File: src/rtl/alu_pkg.sv
// Shared opcode/state types and opcode-class helpers for the sequential ALU.
// Used by seq_alu and seq_alu_muldiv.
package alu_pkg;

  typedef enum logic [4:0] {
    OP_AND    = 5'b00000,
    OP_OR     = 5'b00001,
    OP_ADD    = 5'b00010,
    OP_XOR    = 5'b00011,
    OP_SLL    = 5'b00100,
    OP_SRL    = 5'b00101,
    OP_SRA    = 5'b00110,
    OP_SUB    = 5'b00111,
    OP_EQ     = 5'b01000,
    OP_NE     = 5'b01001,
    OP_SLT    = 5'b01010,
    OP_SLTU   = 5'b01011,
    OP_GE     = 5'b01100,
    OP_GEU    = 5'b01101,
    OP_MUL    = 5'b10000,
    OP_MULH   = 5'b10001,
    OP_MULHSU = 5'b10010,
    OP_MULHU  = 5'b10011,
    OP_DIV    = 5'b10100,
    OP_DIVU   = 5'b10101,
    OP_REM    = 5'b10110,
    OP_REMU   = 5'b10111
  } alu_op_e;

  typedef enum logic [1:0] {
    IDLE = 2'd0,
    CALC = 2'd1,
    FIX  = 2'd2,
    DONE = 2'd3
  } alu_state_e;

  function automatic logic is_muldiv(input logic [4:0] op);
    return (op[4:3] == 2'b10);
  endfunction

  function automatic logic is_div(input logic [4:0] op);
    return (op[4:2] == 3'b101);
  endfunction

  function automatic logic op_signed_a(input logic [4:0] op);
    logic res;
    case (op)
      OP_MULH, OP_MULHSU, OP_DIV, OP_REM: res = 1'b1;
      default:                            res = 1'b0;
    endcase
    return res;
  endfunction

  function automatic logic op_signed_b(input logic [4:0] op);
    logic res;
    case (op)
      OP_MULH, OP_DIV, OP_REM: res = 1'b1;
      default:                 res = 1'b0;
    endcase
    return res;
  endfunction

endpackage

File: src/rtl/seq_alu_muldiv.sv
// Iterative shift-add multiplier / restoring divider working on operand magnitudes,
// one bit per cycle, with sign correction applied to the final registers.
module seq_alu_muldiv
  import alu_pkg::*;
#(
  parameter int DATA_WIDTH = 32
) (
  input  logic                  clk,
  input  logic                  rst_n,
  input  logic                  start,
  input  logic                  flush,
  input  logic [4:0]            op,
  input  logic [DATA_WIDTH-1:0] a,
  input  logic [DATA_WIDTH-1:0] b,
  output logic                  last,
  output logic                  done,
  output logic [DATA_WIDTH-1:0] result
);

  localparam int W  = DATA_WIDTH;
  localparam int CW = $clog2(DATA_WIDTH);
  localparam logic [CW-1:0]  CNT_LAST = CW'(DATA_WIDTH - 1);
  localparam logic [CW-1:0]  CNT_ONE  = CW'(1);
  localparam logic [W-1:0]   ZERO     = {W{1'b0}};
  localparam logic [2*W-1:0] ZERO2    = {(2*W){1'b0}};

  logic [4:0]    op_r;
  logic          neg_a_r;
  logic          neg_b_r;
  logic [W-1:0]  hi_r;
  logic [W-1:0]  lo_r;
  logic [W-1:0]  m_r;
  logic [CW-1:0] cnt_r;
  logic          run_r;
  logic          fix_r;

  logic          neg_a_s;
  logic          neg_b_s;
  logic [W-1:0]  mag_a_s;
  logic [W-1:0]  mag_b_s;
  logic [W:0]    mul_sum_s;
  logic [W:0]    div_shift_s;
  logic [W:0]    div_diff_s;
  logic [W-1:0]  hi_next_s;
  logic [W-1:0]  lo_next_s;
  logic [2*W-1:0] prod_s;
  logic [W-1:0]  quo_s;
  logic [W-1:0]  rem_s;

  assign neg_a_s = op_signed_a(op) & a[W-1];
  assign neg_b_s = op_signed_b(op) & b[W-1];
  assign mag_a_s = neg_a_s ? (ZERO - a) : a;
  assign mag_b_s = neg_b_s ? (ZERO - b) : b;

  // hi/lo hold {partial product, multiplier} or {partial remainder, dividend/quotient}
  always_comb begin
    mul_sum_s   = {1'b0, hi_r} + (lo_r[0] ? {1'b0, m_r} : {(W+1){1'b0}});
    div_shift_s = {hi_r, lo_r[W-1]};
    div_diff_s  = div_shift_s - {1'b0, m_r};
    if (is_div(op_r)) begin
      hi_next_s = div_diff_s[W] ? div_shift_s[W-1:0] : div_diff_s[W-1:0];
      lo_next_s = {lo_r[W-2:0], ~div_diff_s[W]};
    end else begin
      hi_next_s = mul_sum_s[W:1];
      lo_next_s = {mul_sum_s[0], lo_r[W-1:1]};
    end
  end

  assign prod_s = (neg_a_r ^ neg_b_r) ? (ZERO2 - {hi_r, lo_r}) : {hi_r, lo_r};
  assign quo_s  = (neg_a_r ^ neg_b_r) ? (ZERO - lo_r) : lo_r;
  assign rem_s  = neg_a_r ? (ZERO - hi_r) : hi_r;

  // Select the requested half/quotient/remainder after sign correction
  always_comb begin
    result = ZERO;
    case (op_r)
      OP_MUL:                       result = prod_s[W-1:0];
      OP_MULH, OP_MULHSU, OP_MULHU: result = prod_s[2*W-1:W];
      OP_DIV, OP_DIVU:              result = quo_s;
      OP_REM, OP_REMU:              result = rem_s;
      default:                      result = ZERO;
    endcase
  end

  // Operand capture, iteration counter and phase flags
  always_ff @(posedge clk or negedge rst_n) begin
    if (!rst_n) begin
      op_r    <= 5'b00000;
      neg_a_r <= 1'b0;
      neg_b_r <= 1'b0;
      hi_r    <= ZERO;
      lo_r    <= ZERO;
      m_r     <= ZERO;
      cnt_r   <= {CW{1'b0}};
      run_r   <= 1'b0;
      fix_r   <= 1'b0;
    end else if (flush) begin
      cnt_r <= {CW{1'b0}};
      run_r <= 1'b0;
      fix_r <= 1'b0;
    end else if (start) begin
      op_r    <= op;
      neg_a_r <= neg_a_s;
      neg_b_r <= neg_b_s;
      hi_r    <= ZERO;
      if (is_div(op)) begin
        lo_r <= mag_a_s;
        m_r  <= mag_b_s;
      end else begin
        lo_r <= mag_b_s;
        m_r  <= mag_a_s;
      end
      cnt_r <= {CW{1'b0}};
      run_r <= 1'b1;
      fix_r <= 1'b0;
    end else if (run_r) begin
      hi_r  <= hi_next_s;
      lo_r  <= lo_next_s;
      cnt_r <= cnt_r + CNT_ONE;
      if (cnt_r == CNT_LAST) begin
        run_r <= 1'b0;
        fix_r <= 1'b1;
      end
    end else begin
      fix_r <= 1'b0;
    end
  end

  assign last = run_r & (cnt_r == CNT_LAST);
  assign done = fix_r;

endmodule

File: src/rtl/seq_alu.sv
// Multi-cycle RV32 ALU with valid/ready handshake on both sides.
// Define SEQ_ALU_MULDIV_EN to add the iterative M-extension unit.
module seq_alu
  import alu_pkg::*;
#(
  parameter int DATA_WIDTH    = 32,
  parameter int OPCODE_LENGTH = 5
) (
  input  logic                     clk,
  input  logic                     rst_n,
  input  logic                     InValid,
  output logic                     InReady,
  input  logic [DATA_WIDTH-1:0]    SrcA,
  input  logic [DATA_WIDTH-1:0]    SrcB,
  input  logic [OPCODE_LENGTH-1:0] Operation,
  input  logic                     Flush,
  output logic                     OutValid,
  input  logic                     OutReady,
  output logic [DATA_WIDTH-1:0]    ALUResult
);

  localparam int SHW = $clog2(DATA_WIDTH);
  localparam logic [DATA_WIDTH-1:0] ZERO = {DATA_WIDTH{1'b0}};
  localparam logic [DATA_WIDTH-1:0] ONES = {DATA_WIDTH{1'b1}};
  localparam logic [DATA_WIDTH-1:0] MINV = {1'b1, {(DATA_WIDTH-1){1'b0}}};

  alu_state_e            state_r;
  logic                  out_valid_r;
  logic [DATA_WIDTH-1:0] result_r;

  logic [4:0]            op_s;
  logic                  op_ok_s;
  logic [SHW-1:0]        shamt_s;
  logic [DATA_WIDTH-1:0] simple_res_s;
  logic                  in_ready_s;
  logic                  accept_s;
  logic                  muldiv_iter_s;
  logic                  mdu_last_s;
  logic                  mdu_done_s;
  logic [DATA_WIDTH-1:0] mdu_result_s;

  function automatic logic [DATA_WIDTH-1:0] flag_res(input logic f);
    return {{(DATA_WIDTH-1){1'b0}}, f};
  endfunction

  // Codes wider than the defined 5-bit space are treated as unknown ops
  assign op_s    = Operation[4:0];
  assign op_ok_s = ((Operation >> 3'd5) == {OPCODE_LENGTH{1'b0}});
  assign shamt_s = SrcB[SHW-1:0];

  assign in_ready_s = (state_r == IDLE) | ((state_r == DONE) & OutReady);
  assign accept_s   = InValid & in_ready_s & ~Flush;

`ifdef SEQ_ALU_MULDIV_EN
  logic div_zero_s;
  logic div_ovf_s;

  assign div_zero_s    = (SrcB == ZERO);
  assign div_ovf_s     = (SrcA == MINV) & (SrcB == ONES) & op_signed_a(op_s);
  assign muldiv_iter_s = op_ok_s & is_muldiv(op_s) & ~(is_div(op_s) & (div_zero_s | div_ovf_s));

  seq_alu_muldiv #(
    .DATA_WIDTH(DATA_WIDTH)
  ) u_muldiv (
    .clk    (clk),
    .rst_n  (rst_n),
    .start  (accept_s & muldiv_iter_s),
    .flush  (Flush),
    .op     (op_s),
    .a      (SrcA),
    .b      (SrcB),
    .last   (mdu_last_s),
    .done   (mdu_done_s),
    .result (mdu_result_s)
  );
`else
  assign muldiv_iter_s = 1'b0;
  assign mdu_last_s    = 1'b0;
  assign mdu_done_s    = 1'b0;
  assign mdu_result_s  = ZERO;
`endif

  // Single-cycle results; divide special cases resolve here without iterating
  always_comb begin
    simple_res_s = ZERO;
    if (op_ok_s) begin
      case (op_s)
        OP_AND:  simple_res_s = SrcA & SrcB;
        OP_OR:   simple_res_s = SrcA | SrcB;
        OP_ADD:  simple_res_s = SrcA + SrcB;
        OP_XOR:  simple_res_s = SrcA ^ SrcB;
        OP_SLL:  simple_res_s = SrcA << shamt_s;
        OP_SRL:  simple_res_s = SrcA >> shamt_s;
        OP_SRA:  simple_res_s = $unsigned($signed(SrcA) >>> shamt_s);
        OP_SUB:  simple_res_s = SrcA - SrcB;
        OP_EQ:   simple_res_s = flag_res(SrcA == SrcB);
        OP_NE:   simple_res_s = flag_res(SrcA != SrcB);
        OP_SLT:  simple_res_s = flag_res($signed(SrcA) < $signed(SrcB));
        OP_SLTU: simple_res_s = flag_res(SrcA < SrcB);
        OP_GE:   simple_res_s = flag_res($signed(SrcA) >= $signed(SrcB));
        OP_GEU:  simple_res_s = flag_res(SrcA >= SrcB);
`ifdef SEQ_ALU_MULDIV_EN
        OP_DIV:  simple_res_s = div_zero_s ? ONES : MINV;
        OP_DIVU: simple_res_s = ONES;
        OP_REM:  simple_res_s = div_zero_s ? SrcA : ZERO;
        OP_REMU: simple_res_s = SrcA;
`endif
        default: simple_res_s = ZERO;
      endcase
    end else begin
      simple_res_s = ZERO;
    end
  end

  // Control FSM; flush outranks any same-cycle accept
  always_ff @(posedge clk or negedge rst_n) begin
    if (!rst_n) begin
      state_r     <= IDLE;
      out_valid_r <= 1'b0;
      result_r    <= ZERO;
    end else if (Flush) begin
      state_r     <= IDLE;
      out_valid_r <= 1'b0;
    end else begin
      case (state_r)
        IDLE, DONE: begin
          if (accept_s) begin
            if (muldiv_iter_s) begin
              state_r     <= CALC;
              out_valid_r <= 1'b0;
            end else begin
              state_r     <= DONE;
              out_valid_r <= 1'b1;
              result_r    <= simple_res_s;
            end
          end else if ((state_r == DONE) && OutReady) begin
            state_r     <= IDLE;
            out_valid_r <= 1'b0;
          end
        end
        CALC: begin
          if (mdu_last_s) begin
            state_r <= FIX;
          end
        end
        FIX: begin
          if (mdu_done_s) begin
            state_r     <= DONE;
            out_valid_r <= 1'b1;
            result_r    <= mdu_result_s;
          end else begin
            state_r     <= IDLE;
            out_valid_r <= 1'b0;
          end
        end
        default: begin
          state_r     <= IDLE;
          out_valid_r <= 1'b0;
        end
      endcase
    end
  end

  assign InReady   = in_ready_s;
  assign OutValid  = out_valid_r;
  assign ALUResult = result_r;

endmodule
File: config.mk
export PLATFORM = sky130hd
export DESIGN_NAME = seq_alu
export DESIGN_NICKNAME = d
export VERILOG_FILES = /design/src/rtl/alu_pkg.sv /design/src/rtl/seq_alu_muldiv.sv /design/src/rtl/seq_alu.sv
export SDC_FILE = /design/constraint.sdc
export NUM_CORES = 1
export LEC_CHECK = 0
export CORE_AREA = 2 2 139 141
export DETAILED_ROUTE_END_ITERATION = 8
export DIE_AREA = 0 0 141 143
export GPL_TIMING_DRIVEN = 1
export HOLD_SLACK_MARGIN = 0.06
export PLACE_DENSITY = 0.88
export SETUP_SLACK_MARGIN = 0.4
export SYNTH_ARGS = -nofsm -noshare
export SYNTH_HDL_FRONTEND = slang
export SYNTH_SLANG_ARGS = --single-unit
File: constraint.sdc
create_clock -name clk -period 2.1 [get_ports clk]
set_clock_uncertainty 0.2 [all_clocks]
set_input_delay 0.42 -clock clk [delete_from_list [all_inputs] [get_ports clk]]
set_output_delay 0.42 -clock clk [all_outputs]
set_load 0.02 [all_outputs]
==> metrics.yaml, run 1 <==
status:
  status: "stopped before the end"
  haltStage: "global routing"
  tool.error: "[ERROR GRT-0116] Global routing finished with congestion. Check the congestion regions in the DRC Viewer."
clock_network:
  cts-buffers-inserted: 5
  clockRootBuffer: "clkbuf_16"
  cts.sinks: 33
  clockBufferDepth: 2
  htreeDepth: 2
synth:
  ys_warn_count: 0
  synth.most_common_cell: "nor2_1"
  avgSynthCellArea_sq_um: 6.61
  synth_largest_area_cell: "ha_1"
  ys_ff_latch: 33
  yosys.cell_types.count: 80
  synth_seq_area_share_pct: 8.35
  mappedNetlistNets: 1672
  synthCells: 1497
  syn-cell-area_sq_um: 9890
  ys_async_sr_fraction_pct: 100
  ys.flop_type: "dfrtp_1"
  synth_enable_flop_cells: 0
  ys_top_cells_by_count: "nor2_1 (186), a21oi_1 (174), nand2_1 (144), o21ai_0 (119), ha_1 (99)"
  synth_top_area_share_pct: 12.5
  yosys-top-cells-area: "ha_1 (13%), a21oi_1 (8.8%), dfrtp_1 (8.3%)"
place:
  place_area_sq_um: 14900
  dpl.hpwl_microns: 45300
  portBuffers: 107
  placed_cells: 2248
  finalWeightedCongestion: 1.29
die:
  num_io_pins: 108
  die_h_microns: 143
  die_w_microns: 141
  fp-row-count: 50
  initial_core_util_pct: 53.2
global_routing:
  first_global_vias: 23329
  grt_overflow: 1411
  grt_max_degree: 84
  grt_pass1_wl_microns: 154000
  grt.total_usage_pct: 99.1
[cell families after synthesis]
family          synth area share, %
compound gates                 38.2
xor+xnor                      0.797
fa+ha+maj                      12.9
buf+inv                        8.53
flops                          8.35
mux                            9.59
simple gates                   21.7
[metrics by stage]
step                hold WS [ns]  setup slack (ns)  utilization [%]
global placement           0.261             -1.85             80.3
floorplan                -0.0756             -1.54                -
detailed placement         0.281             -2.10             80.3
CTS                        0.287             -1.06             94.1
[per-layer routing]
| layer | GRT usage, % | overflow |
|---|---|---|
| met1 | 88.5 | 34 |
| met2 | 122 | 932 |
| met3 | 81.7 | 36 |
| met4 | 114 | 404 |
| met5 | 62.4 | 5 |
[what timing repair did]
action	4_1_cts
cloned	2
buffers inserted	93
setup endpoints to repair	66
pin swaps	147
resized for setup	609
hold buffers	0
==> run 2: changes to the inputs <==
Settings changed: CORE_AREA 2 2 139 141 to 2 2 161 163, DIE_AREA 0 0 141 143 to 0 0 163 165, HOLD_SLACK_MARGIN 0.06 to not set, PLACE_DENSITY 0.88 to not set, PLACE_DENSITY_LB_ADDON set to 0.15, SETUP_SLACK_MARGIN 0.4 to not set.
Clock period 2.1 ns to 2.73 ns, I/O delays scaled along.
==> run 2 against run 1 <==
  * The flow now finishes, with violations (negative setup slack)
  * Synthesized cell count did not move
  * Synthesized area did not move
==> metrics.yaml, run 2 <==
status:
  status: "finished with violations"
  violations: "negative setup slack"
synth:
  ys_top_cells_by_count: "nor2_1 (186), a21oi_1 (174), nand2_1 (144), o21ai_0 (119), ha_1 (99)"
  synth_largest_area_cell: "ha_1"
  ys.flop_type: "dfrtp_1"
  mappedNetlistNets: 1672
  ys_async_sr_fraction_pct: 100
  yosys-top-cells-area: "ha_1 (13%), a21oi_1 (8.8%), dfrtp_1 (8.3%)"
  yosys.cell_types.count: 80
  ys_warn_count: 0
  synth_seq_area_share_pct: 8.35
  ys_ff_latch: 33
  synthCells: 1497
  synth_top_area_share_pct: 12.5
  avgSynthCellArea_sq_um: 6.61
  syn-cell-area_sq_um: 9890
  synth_enable_flop_cells: 0
  synth.most_common_cell: "nor2_1"
finish:
  fillers: 1772
  multi_input_area_sq_um: 11000
  syn2layout_area_growth_pct: 94.2
  num_antenna_cells: 0
  final_cell_mix: "buf_4 (574), nor2_1 (158), nand2_1 (131)"
  drive_gt1_share_pct: 54.9
  final_common_cell: "buf_4"
  fin_nets: 2325
  largest_reg_flops: 32
  register_area_sq_um: 826
die:
  die_h_microns: 165
  coreArea_sq_um: 25000
  die_w_microns: 163
  fp-row-count: 58
  num_io_pins: 108
  initial_core_util_pct: 39.5
  dieArea_sq_um: 26900
clock_network:
  cts-buffers-inserted: 5
  ctsHoldBuffers: 0
  clockBufferDepth: 2
  worst_skew_pair.late_latency_ns: 0.29
  htreeDepth: 2
  cts_tree: "done"
  clk_pin_slew_worst_paths_ns: 0.06
  clockRootBuffer: "clkbuf_16"
  cts.sinks: 33
critical_path:
  rrSetupSlack_ns: 0.27
  cp-startpoint: "SrcB[12]"
  cp.depth: 16
  rr_startpoint: "state_r[0]"
  reg2reg_depth: 9
  worstSetupPathType: "primary input to register"
  endpoint: "ALUResult[30]"
  cp_top_family: "compound AO/OA/AOI/OAI gates"
  cp_slowest_cell: "a31oi_2"
  arrival_ns: 3.20
  crit_path_max_fanout: 5
  critPathRequiredTime_ns: 2.69
  path_common_cell: "buf_4"
  crit_chain: "buf_2, inv_2, ha_4, inv_4, buf_4, nand4_1, a31oi_2, a211oi_4, o21ai_4, a221oi_4, buf_6, o21a_1, buf_4, nand2b_1, a311oi_1, o22ai_1"
  end_kind: "register"
  r2r_end: "ALUResult[30]"
  slowest_delay_ns: 0.35
  startpoint_type: "primary input"
  worst-path-buf-inv: 6
run:
  maxCapViolCount: 0
global_routing:
  antenna_found_initial: 1
  first_global_vias: 14708
  grt.total_usage_pct: 44.6
  grt_pass1_wl_microns: 90200
  grt_overflow: 0
  grt_max_degree: 43
min_path:
  hp-class: "primary input to asynchronous set/reset pin"
routing:
  first_pass_iters: 6
  drcViolationCount: 0
  viasPerCell: 6.42
  vias: 15926
  drt_iter0_drc: 2179
  wl_microns: 66300
  wl_per_cell_microns: 26.7
  drtAntennaViolNets: 0
place:
  dpl.hpwl_microns: 47300
  pre_cts_ws_ns: -1.56
  portBuffers: 107
  finalWeightedCongestion: 1.10
sta:
  final_hold_viol_count: 0
  setup_viol_count_final: 32
  timing.final.crit_share_pct: 119
  tightest_slew_ns: 0.862
  fmax_mhz: 309
  rsz0062_at_grt: "yes"
  setup_ws_ns: -0.506
  slew_headroom_pct: 42.6
  period_needed_ns: 3.24
  maxSlewViolCount: 0
pwr:
  p_int_w: 0.00285
  seqPwrFrac_pct: 11.0
  totalPowerFinal_w: 0.00540
  power_switching_share_pct: 47.2
  clock_power_share_pct: 11.1
  p_leak_nw: 8.31
  irDropWorstVdd_v: 0.000217
  p_switching_w: 0.00255
  pwr-share-comb_pct: 77.9
  power.density_nw_per_um2: 281
run 2: cell counts after synthesis:
No cell type changed its count.
run 2: repair_timing:
action	CTS	global route
setup endpoints to repair	32	32
pin swaps	165	132
hold endpoints to repair	0	0
cloned	2	1
buffers inserted	69	37
gates resized for setup	650	268
run 2: worst min path at each step:
| stage | cells past startpoint | slack [ns] | endpoint | from |
|---|---|---|---|---|
| CTS | 1 | 0.20 | ALUResult[4] | rst_n |
| floorplan | 0 | 0.05 | ALUResult[0] | rst_n |
| detailed placement | 2 | 0.26 | ALUResult[1] | ALUResult[1] |
| finish | 1 | 0.16 | ALUResult[5] | rst_n |
| global placement | 2 | 0.25 | ALUResult[1] | ALUResult[1] |
| global route | 1 | 0.22 | ALUResult[4] | rst_n |
run 2: routing by layer:
layer	routed length (microns)	global-route usage (%)	vias up
met1	25300	57.7	7541
met2	28500	70.2	1215
met3	6480	6.40	329
li1	-	-	6841
met5	0	0	-
met4	5910	27.0	0
run 2: worst register-to-register path, stage by stage (launching register included):
cell and delay, ns:
dfrtp_1 0.38, nand2b_1 0.11, nand3b_1 0.13, buf_12 0.17, a2111oi_1 0.57, a41oi_4 0.26, nor3_1 0.22, o21ai_1 0.11
o211ai_1 0.09, o22ai_1 0.10
run 2: kinds of logic after synthesis:
logic type | synth area share [%]
AOI/OAI and AO/OA | 38.2
and+or+nand+nor | 21.7
buffers and inverters | 8.53
adders and majority gates | 12.9
muxes | 9.59
DFF | 8.35
xor gates and xnor gates | 0.797
run 2: power groups by stage:
stage | clock network (W) | logic (W) | registers, W
CTS | 0.000590 | 0.00362 | 0.000595
global placement | 0 | 0.00305 | 0.000602
finish | 0.000599 | 0.00421 | 0.000595
detailed placement | 0 | 0.00307 | 0.000603
global route | 0.000616 | 0.00435 | 0.000601
floorplan | 0 | 0.00134 | 0.000673
run 2: metrics by stage:
step           TNS [ns]  hold slack (ns)  instance area (sq um)  utilization (%)  cells
3_3_place_gp     -33.01            0.250                  15300             61.1   2384
6_report          -8.77            0.164                  19200             76.7   2480
3_5_place_dp     -34.37            0.260                  15300             61.1   2384
5_1_grt          -10.84            0.224                  19200             76.7   2480
2_1_floorplan    -13.48           0.0504                  10100                -   1497
4_1_cts           -6.27            0.196                  17900             71.4   2454
run 2: final cells by class:
class	instances	share of cell area, %
clock buffers	7	0.743
multi-input cells	1249	57.3
flip-flops and latches	33	4.30
inverters	98	2.34
well taps	330	2.15
repair buffers	763	33.2
Note: power is estimated with default switching activity, not from simulation.
==> run 3: changes to the inputs <==
Settings changed: HOLD_SLACK_MARGIN set to 0.12.
==> results of run 3 <==
The final DEF is identical to that of run 2; final timing and power are the same.
